--- src/rtl/adder_sum_accum.sv ---
// Collects BLOCK_LEN adder sums into a saturating accumulator and tracks the block maximum.
// One result per valid/ready transfer; out_valid rises the cycle after the final sample is accepted.
module adder_sum_accum #(
   parameter int IN_W      = 5,
   parameter int ACC_W     = 12,
   parameter int BLOCK_LEN = 8
) (
   input  logic             clk,
   input  logic             rst_n,
   input  logic             in_valid,
   output logic             in_ready,
   input  logic [IN_W-1:0]  in_sum,
   input  logic             clear,
   output logic             out_valid,
   input  logic             out_ready,
   output logic [ACC_W-1:0] out_acc,
   output logic [IN_W-1:0]  out_max,
   output logic             out_ovf,
   output logic             busy
);

   typedef enum logic [1:0] {IDLE, ACCUM, HOLD} state_t;

   localparam logic [7:0] LEN = 8'(BLOCK_LEN);

   state_t           state;
   logic [ACC_W-1:0] acc;
   logic [7:0]       count;
   logic [IN_W-1:0]  max_val;
   logic             ovf;

   logic             accept;
   logic [ACC_W:0]   sum_ext;
   logic             sat;
   logic [ACC_W-1:0] acc_nxt;
   logic [IN_W-1:0]  max_nxt;
   logic [7:0]       cnt_nxt;

   assign in_ready = (state != HOLD);
   assign busy     = (state != IDLE);
   assign accept   = in_valid && in_ready;

   always_comb begin
      sum_ext = {1'b0, acc} + {{(ACC_W + 1 - IN_W){1'b0}}, in_sum};
      sat     = sum_ext[ACC_W];
      acc_nxt = sat ? {ACC_W{1'b1}} : sum_ext[ACC_W-1:0];
      max_nxt = (in_sum > max_val) ? in_sum : max_val;
      cnt_nxt = count + 8'd1;
   end

   always_ff @(posedge clk or negedge rst_n) begin
      if (!rst_n) begin
         state     <= IDLE;
         acc       <= '0;
         count     <= '0;
         max_val   <= '0;
         ovf       <= 1'b0;
         out_valid <= 1'b0;
         out_acc   <= '0;
         out_max   <= '0;
         out_ovf   <= 1'b0;
      end else if (clear) begin
         // Abort wins over a same-cycle handshake; out_* keep their last loaded values.
         state     <= IDLE;
         acc       <= '0;
         count     <= '0;
         max_val   <= '0;
         ovf       <= 1'b0;
         out_valid <= 1'b0;
      end else begin
         case (state)
            IDLE, ACCUM: begin
               if (accept) begin
                  acc     <= acc_nxt;
                  max_val <= max_nxt;
                  ovf     <= ovf | sat;
                  count   <= cnt_nxt;
                  if (cnt_nxt == LEN) begin
                     out_acc   <= acc_nxt;
                     out_max   <= max_nxt;
                     out_ovf   <= ovf | sat;
                     out_valid <= 1'b1;
                     state     <= HOLD;
                  end else begin
                     state <= ACCUM;
                  end
               end
            end
            HOLD: begin
               if (out_ready) begin
                  out_valid <= 1'b0;
                  acc       <= '0;
                  count     <= '0;
                  max_val   <= '0;
                  ovf       <= 1'b0;
                  state     <= IDLE;
               end
            end
            default: state <= IDLE;
         endcase
      end
   end

endmodule

--- config.mk ---
export PLATFORM = sky130hd
export DESIGN_NAME = adder_sum_accum
export DESIGN_NICKNAME = d
export VERILOG_FILES = /design/src/rtl/adder_sum_accum.sv
export SDC_FILE = /design/constraint.sdc
export NUM_CORES = 1
export LEC_CHECK = 0
export CORE_ASPECT_RATIO = 1.4
export CORE_MARGIN = 10
export CORE_UTILIZATION = 57
export CTS_BUF_LIST = sky130_fd_sc_hd__clkbuf_8
export CTS_CLUSTER_DIAMETER = 80
export DETAILED_ROUTE_END_ITERATION = 6
export PLACE_DENSITY = 0.81
export SETUP_SLACK_MARGIN = 0.2
export SLEW_MARGIN = 20
export SYNTH_ARGS = -nofsm -noshare
export SYNTH_HDL_FRONTEND = slang
export SYNTH_SLANG_ARGS = --single-unit
--- constraint.sdc ---
create_clock -name clk -period 4.8 [get_ports clk]
set_input_delay 1.2 -clock clk [delete_from_list [all_inputs] [get_ports clk]]
set_output_delay 1.2 -clock clk [all_outputs]
set_load 0.1 [all_outputs]
---- Word-level counts from Yosys, hierarchy flattened ----
Cells that the tools add are included.
operators by class
  add/subtract/negate cells ............... 2
  $lt $le $gt $ge ......................... 1
  equal/unequal tests ..................... 7
  multiplexer cells ....................... 27
  bitwise gates (word level) .............. 2
  reductions and logical operators ........ 9
operators by type and width
  operator                                                          number
  12-bit 2-to-1 mux                                                 4
  8-bit 2-to-1 mux                                                  3
  12-bit case mux with 2 select lines                               1
  5-bit 2-to-1 mux                                                  4
  8-bit case mux with 2 select lines                                1
  12-bit by 5-bit adder with 13-bit output                          1
  5-bit case mux with 2 select lines                                1
  3-bit inequality test (second input constant)                     3
  8-bit by 1-bit adder with 8-bit output (second input constant)    1
  8-bit by 4-bit == test with 1-bit output (second input constant)  1
  2-bit 2-to-1 mux                                                  4
  4-bit AND reduction                                               2
  1-bit 2-to-1 mux                                                  6
  5-bit greater-than comparator                                     1
  1-bit case mux with 2 select lines                                2
  2-bit case mux with 2 select lines                                1
  3-bit AND reduction                                               1
  3-bit nonzero test                                                1
  2-bit by 1-bit == test with 1-bit output (second input constant)  1
  2-bit == test (second input constant)                             1
  2-bit logical NOT                                                 1
  2-bit inequality test (second input constant)                     1
  2-bit AND reduction                                               1
  2-bit nonzero test                                                1
  4 further kinds                                                   4
storage, ports and cells
  bits in registers ....................... 47

---- Depth between registers and ports, before layout ----
  depth after elaboration ................. 6
  gate-level depth with buffers ........... 7
  mapped depth without buffers ............ 7

---- Worst setup path after synthesis ----
No wires, ideal clock.
  path type ............................... input to register
  start ................................... input in_sum[0]
  end ..................................... register out_acc[2]
  setup time .............................. 0.125 ns
  arrival time ............................ 2.615 ns
  required time ........................... 4.675 ns
  path slack .............................. 2.060 ns
  stages .................................. 7
  cells stage by stage .................... ha_1 -> fa_1 -> a21oi_1 -> o21ai_1 -> nand2_2 -> nand2_1 -> mux2_2
on the way
  cells in the longest elaborated chain, start to end .. 2
RTL lines
  item                                      line  text
  start, declared                           12    input logic [IN_W-1:0] in_sum,
  12-bit by 5-bit adder with 13-bit output  44    sum_ext = {1'b0, acc} + {{(ACC_W + 1 - IN_W){1'b0}}, in_sum};
  12-bit 2-to-1 mux                         46    acc_nxt = sat ? {ACC_W{1'b1}} : sum_ext[ACC_W-1:0];
  end signal, assigned                      79    out_acc <= acc_nxt;
  end, declared                             16    output logic [ACC_W-1:0] out_acc,
Every way passes these cells.
A chain may end at the register's enable or synchronous reset.

---- Worst setup path after layout ----
  start ................................... register state[1]
  end ..................................... output in_ready
on the way
  cells in the longest elaborated chain, start to end .. 1
RTL lines
  item                    line  text
  start, declared         26    state_t state;
  start signal, assigned  53    state <= IDLE;
  start signal, assigned  64    state <= IDLE;
  start signal, assigned  83    state <= HOLD;
  2-bit inequality test   39    assign in_ready = (state != HOLD);
  end, declared           11    output logic in_ready,
Every way passes these cells.

==> impl_summary.md <==
Worst hold path
The worst hold path belongs to the class register to register.

Floorplanning
The initialized floorplan defines 28 standard-cell rows. From bottom edge to top edge, the die measures 99.3 µm. The floorplan step defined a die boundary enclosing 0.00761 mm². The die is 76.6 µm wide.

In this run the count of I/O pins placed on the die edge is 31. The initial cell density of the core is 59.9%. The core region is 0.00427 mm².

CTS
In this run the clock root is driven by a sky130_fd_sc_hd__clkbuf_8. The total CTS buffers is 5. At the later pin of the worst-skew pair, clock insertion delay measures 300 ps. The number of levels in the clock H-tree is 2. The post-CTS repair timing setup buffer count is 0.

The hold buffer count at cts is 0. The number of gates resized after CTS was 0. The TritonCTS clock tree is yes.

The clock drives 47 sinks. The maximum clock path buffer count is 2. The clock slew at the register clock pins of the worst setup and hold paths is 90 ps.

Drt
After detailed routing, the number of remaining DRC violations is 0. The final layout contains routed wiring with a total length of 5840 µm. Before antenna repair, the detailed router went through 4 iterations.

In this run the remaining antenna-violating nets after routing total 0. The iteration-0 DRC count of the detailed router is 101. In the final routed layout, each cell accounts on average for 16.6 µm. In the routed layout, each cell is associated on average with a via count of 5.86. The routed via count is 2061.

STA
The summed negative setup slack over all endpoints is 0 ps. Derived from the worst setup path, the maximum achievable clock frequency is 0.301 GHz. The worst slew margin relative to its limit is 33.5%. The count of pins over their slew limit is 0. Setup repair after global routing left no endpoint under its margin.

Across the routed clock network, the largest skew measured is 10.3 ps. The actual transition at the worst max-transition pin is 995 ps. The time the final worst path needs with I/O delays and setup is 3320 ps. The number of hold violations in the final report is 0. The number of setup violations in the final report is 0. Dividing the final minimum period by the clock period gives 69.2%.

Synthesis
The sequential element share of the synthesized area is 45.9%. The number of synthesized flops with an enable pin is 0. The net count after synthesis is 286. Of all cell types, the one taking the most synthesized area is sky130_fd_sc_hd__dfrtp_1. The number of warnings issued by yosys is 0. The synthesized area is 0.00256 mm². The area fraction of the dominant cell type after synthesis is 45.9%. A synthesized cell averages 9.70 µm². After synthesis, the cell types taking the most area are sky130_fd_sc_hd__dfrtp_1 46%, sky130_fd_sc_hd__ha_1 5.4%, sky130_fd_sc_hd__o21ai_0 4.9%. Counting distinct cell types in the post-synthesis netlist gives 49. The share of async-settable or async-resettable flops after synthesis is 100%. The cell count after synthesis came out at 264. Yosys instantiated no cell more often than sky130_fd_sc_hd__dfrtp_1. The prevailing post-synth register cell is sky130_fd_sc_hd__dfrtp_1.

The number of synthesized register bits is 47. Sorting the synthesized cells by how often they occur yields 47 x sky130_fd_sc_hd__dfrtp_1, 32 x sky130_fd_sc_hd__nand2_1, 25 x sky130_fd_sc_hd__o21ai_0, 17 x sky130_fd_sc_hd__nor2_1, 14 x sky130_fd_sc_hd__a21oi_1.

Global route
The aggregate global-route resource usage is 16.0%. The first global-routing pass estimated 10000 µm of wire. Global routing used 28.3% of the available met2 tracks. The largest net degree at the start of global routing is 48. The number of antenna violations at the first check in global routing is 0. The via count of the first global-routing pass is 2099. The met1 routing resource usage after global routing is 17.8%. met2 is the most crowded layer.

Global routing finished with a remaining overflow of 0. The global-route track usage on met3 is 3.24%.

Setup path
The required time of the critical path is 3600 ps. The data arrival time of the critical path is 2120 ps. STA classifies the critical path endpoint as an output pin. The critical path is of the register to output pin type. The largest fanout on the critical path is 6. The critical path launch point type is a register.

Power and ir drop
The overall power of the completed layout is 0.785 mW. The power per standard cell area is 263 mW/mm². The peak supply drop is 0.202 mV. The static power due to leakage is 1.32 nW.

Layout
The share of cells above drive strength 1 is 8.90%. The combined area of the multi-input logic cells is 0.00130 mm². The finished cells cover 0.00298 mm². The number of antenna diodes in the final layout is 0.

The layout-stage area growth over the synthesis result is 16.4%. The filler cell count in the final layout is 351. Across the whole layout, storage elements account for 0.00118 mm².

After the last flow step, the layout net total stands at 314.

Run
Across the run, the number of max-cap violations was 0.

Status
The flow ran to the end, and the final reports show no timing, DRC or antenna violations.

Placed design
After legalization and detailed placement, the total HPWL measured 4340 µm. Once placement finished, the instance area stood at 0.00289 mm². The placer congestion estimate is 0.878. In this run the tool buffered the top-level ports with 30 buffer cells.
==> state kept, by name (all words and copies together), names as in the netlist <==
| register | flops |
|---|---|
| out_ovf | 1 |
| ovf | 1 |
| out_acc | 12 |
| acc | 12 |
| out_max | 5 |
| out_valid | 1 |
| state | 2 |
| max_val | 5 |
| count | 8 |
==> routing by layer <==
metal	vias to the layer above	share of wire (%)
li1	1005	-
met5	-	0
met3	10	3.8
met4	0	2.7
met1	1001	41
met2	45	52
==> logic make-up (layout without fill, tap and decap cells) <==
logic type	after synthesis	after routing	share of synthesized area [%]
AND/OR/NAND/NOR	90	90	17.4
AO/OA/AOI/OAI	76	76	19.8
flip-flops	47	47	45.9
buffers and inverters	20	48	3.37
adder cells (fa/ha/maj)	12	12	6.16
multiplexers	12	12	4.99
XOR/XNOR	7	7	2.39
==> cell usage in the layout (no fill, tap or decap), drive strengths merged, types with 6 or more instances in the layout <==
master         count
dfrtp             47
nand2             34
clkdlybuf4s50     29
o21ai             29
nor2              18
a21oi             14
ha                11
inv               10
a22o              10
and2               6
mux2i              6
mux2               6
clkbuf             6
==> per-stage QoR <==
| stage | hold WS, ps | utilization, % | cells | setup WS, ps |
|---|---|---|---|---|
| floorplan | 454 | - | 264 | 2060 |
| global placement | 464 | 67.6 | 345 | 1330 |
| detailed placement | 470 | 67.6 | 345 | 1230 |
| CTS | 490 | 69.6 | 352 | 1470 |
| global route | 522 | 69.7 | 352 | 1230 |
| finish | 485 | 69.7 | 352 | 1480 |
==> cell type report <==
cell class | count | share of cell area, %
tap | 60 | 2.52
multi-input combinational | 197 | 43.6
clock inverter | 1 | 0.168
sequential | 47 | 39.5
clock buffer | 6 | 2.77
inverter | 10 | 1.26
timing repair buffer | 31 | 10.2
==> worst max-delay path, cell delays in order, from the launching register on <==
cell,delay [ps]
sky130_fd_sc_hd__dfrtp_1,410
sky130_fd_sc_hd__nor2b_1,190
sky130_fd_sc_hd__inv_1,90
sky130_fd_sc_hd__clkdlybuf4s50_1,1130
==> path summary, 6_finish.rpt <==
kind / slack (ps) / from / endpoint / cells past startpoint
hold / removal: 490 / out_max[3]$_DFFE_PN0P_ / out_max[3]$_DFFE_PN0P_ / 2
min in group asynchronous: 890 / rst_n / out_max[0]$_DFFE_PN0P_ / 1
hold reg to reg: 490 / out_max[3]$_DFFE_PN0P_ / out_max[3]$_DFFE_PN0P_ / 2
setup / recovery: 1480 / state[1]$_DFFE_PN0P_ / in_ready / 3
max in group asynchronous: 3500 / rst_n / out_acc[5]$_DFFE_PN0P_ / 1
setup reg to reg: 2450 / state[1]$_DFFE_PN0P_ / out_acc[10]$_DFFE_PN0P_ / 5
==> power breakdown <==
| part | switching (mW) | internal [mW] | leakage [nW] |
|---|---|---|---|
| sequential | 0.0101 | 0.406 | 0.648 |
| combinational | 0.0754 | 0.0512 | 0.623 |
| clock | 0.129 | 0.113 | 0.0470 |
| total | 0.214 | 0.571 | 1.32 |
No activity file was read; power rests on OpenSTA's default activity.
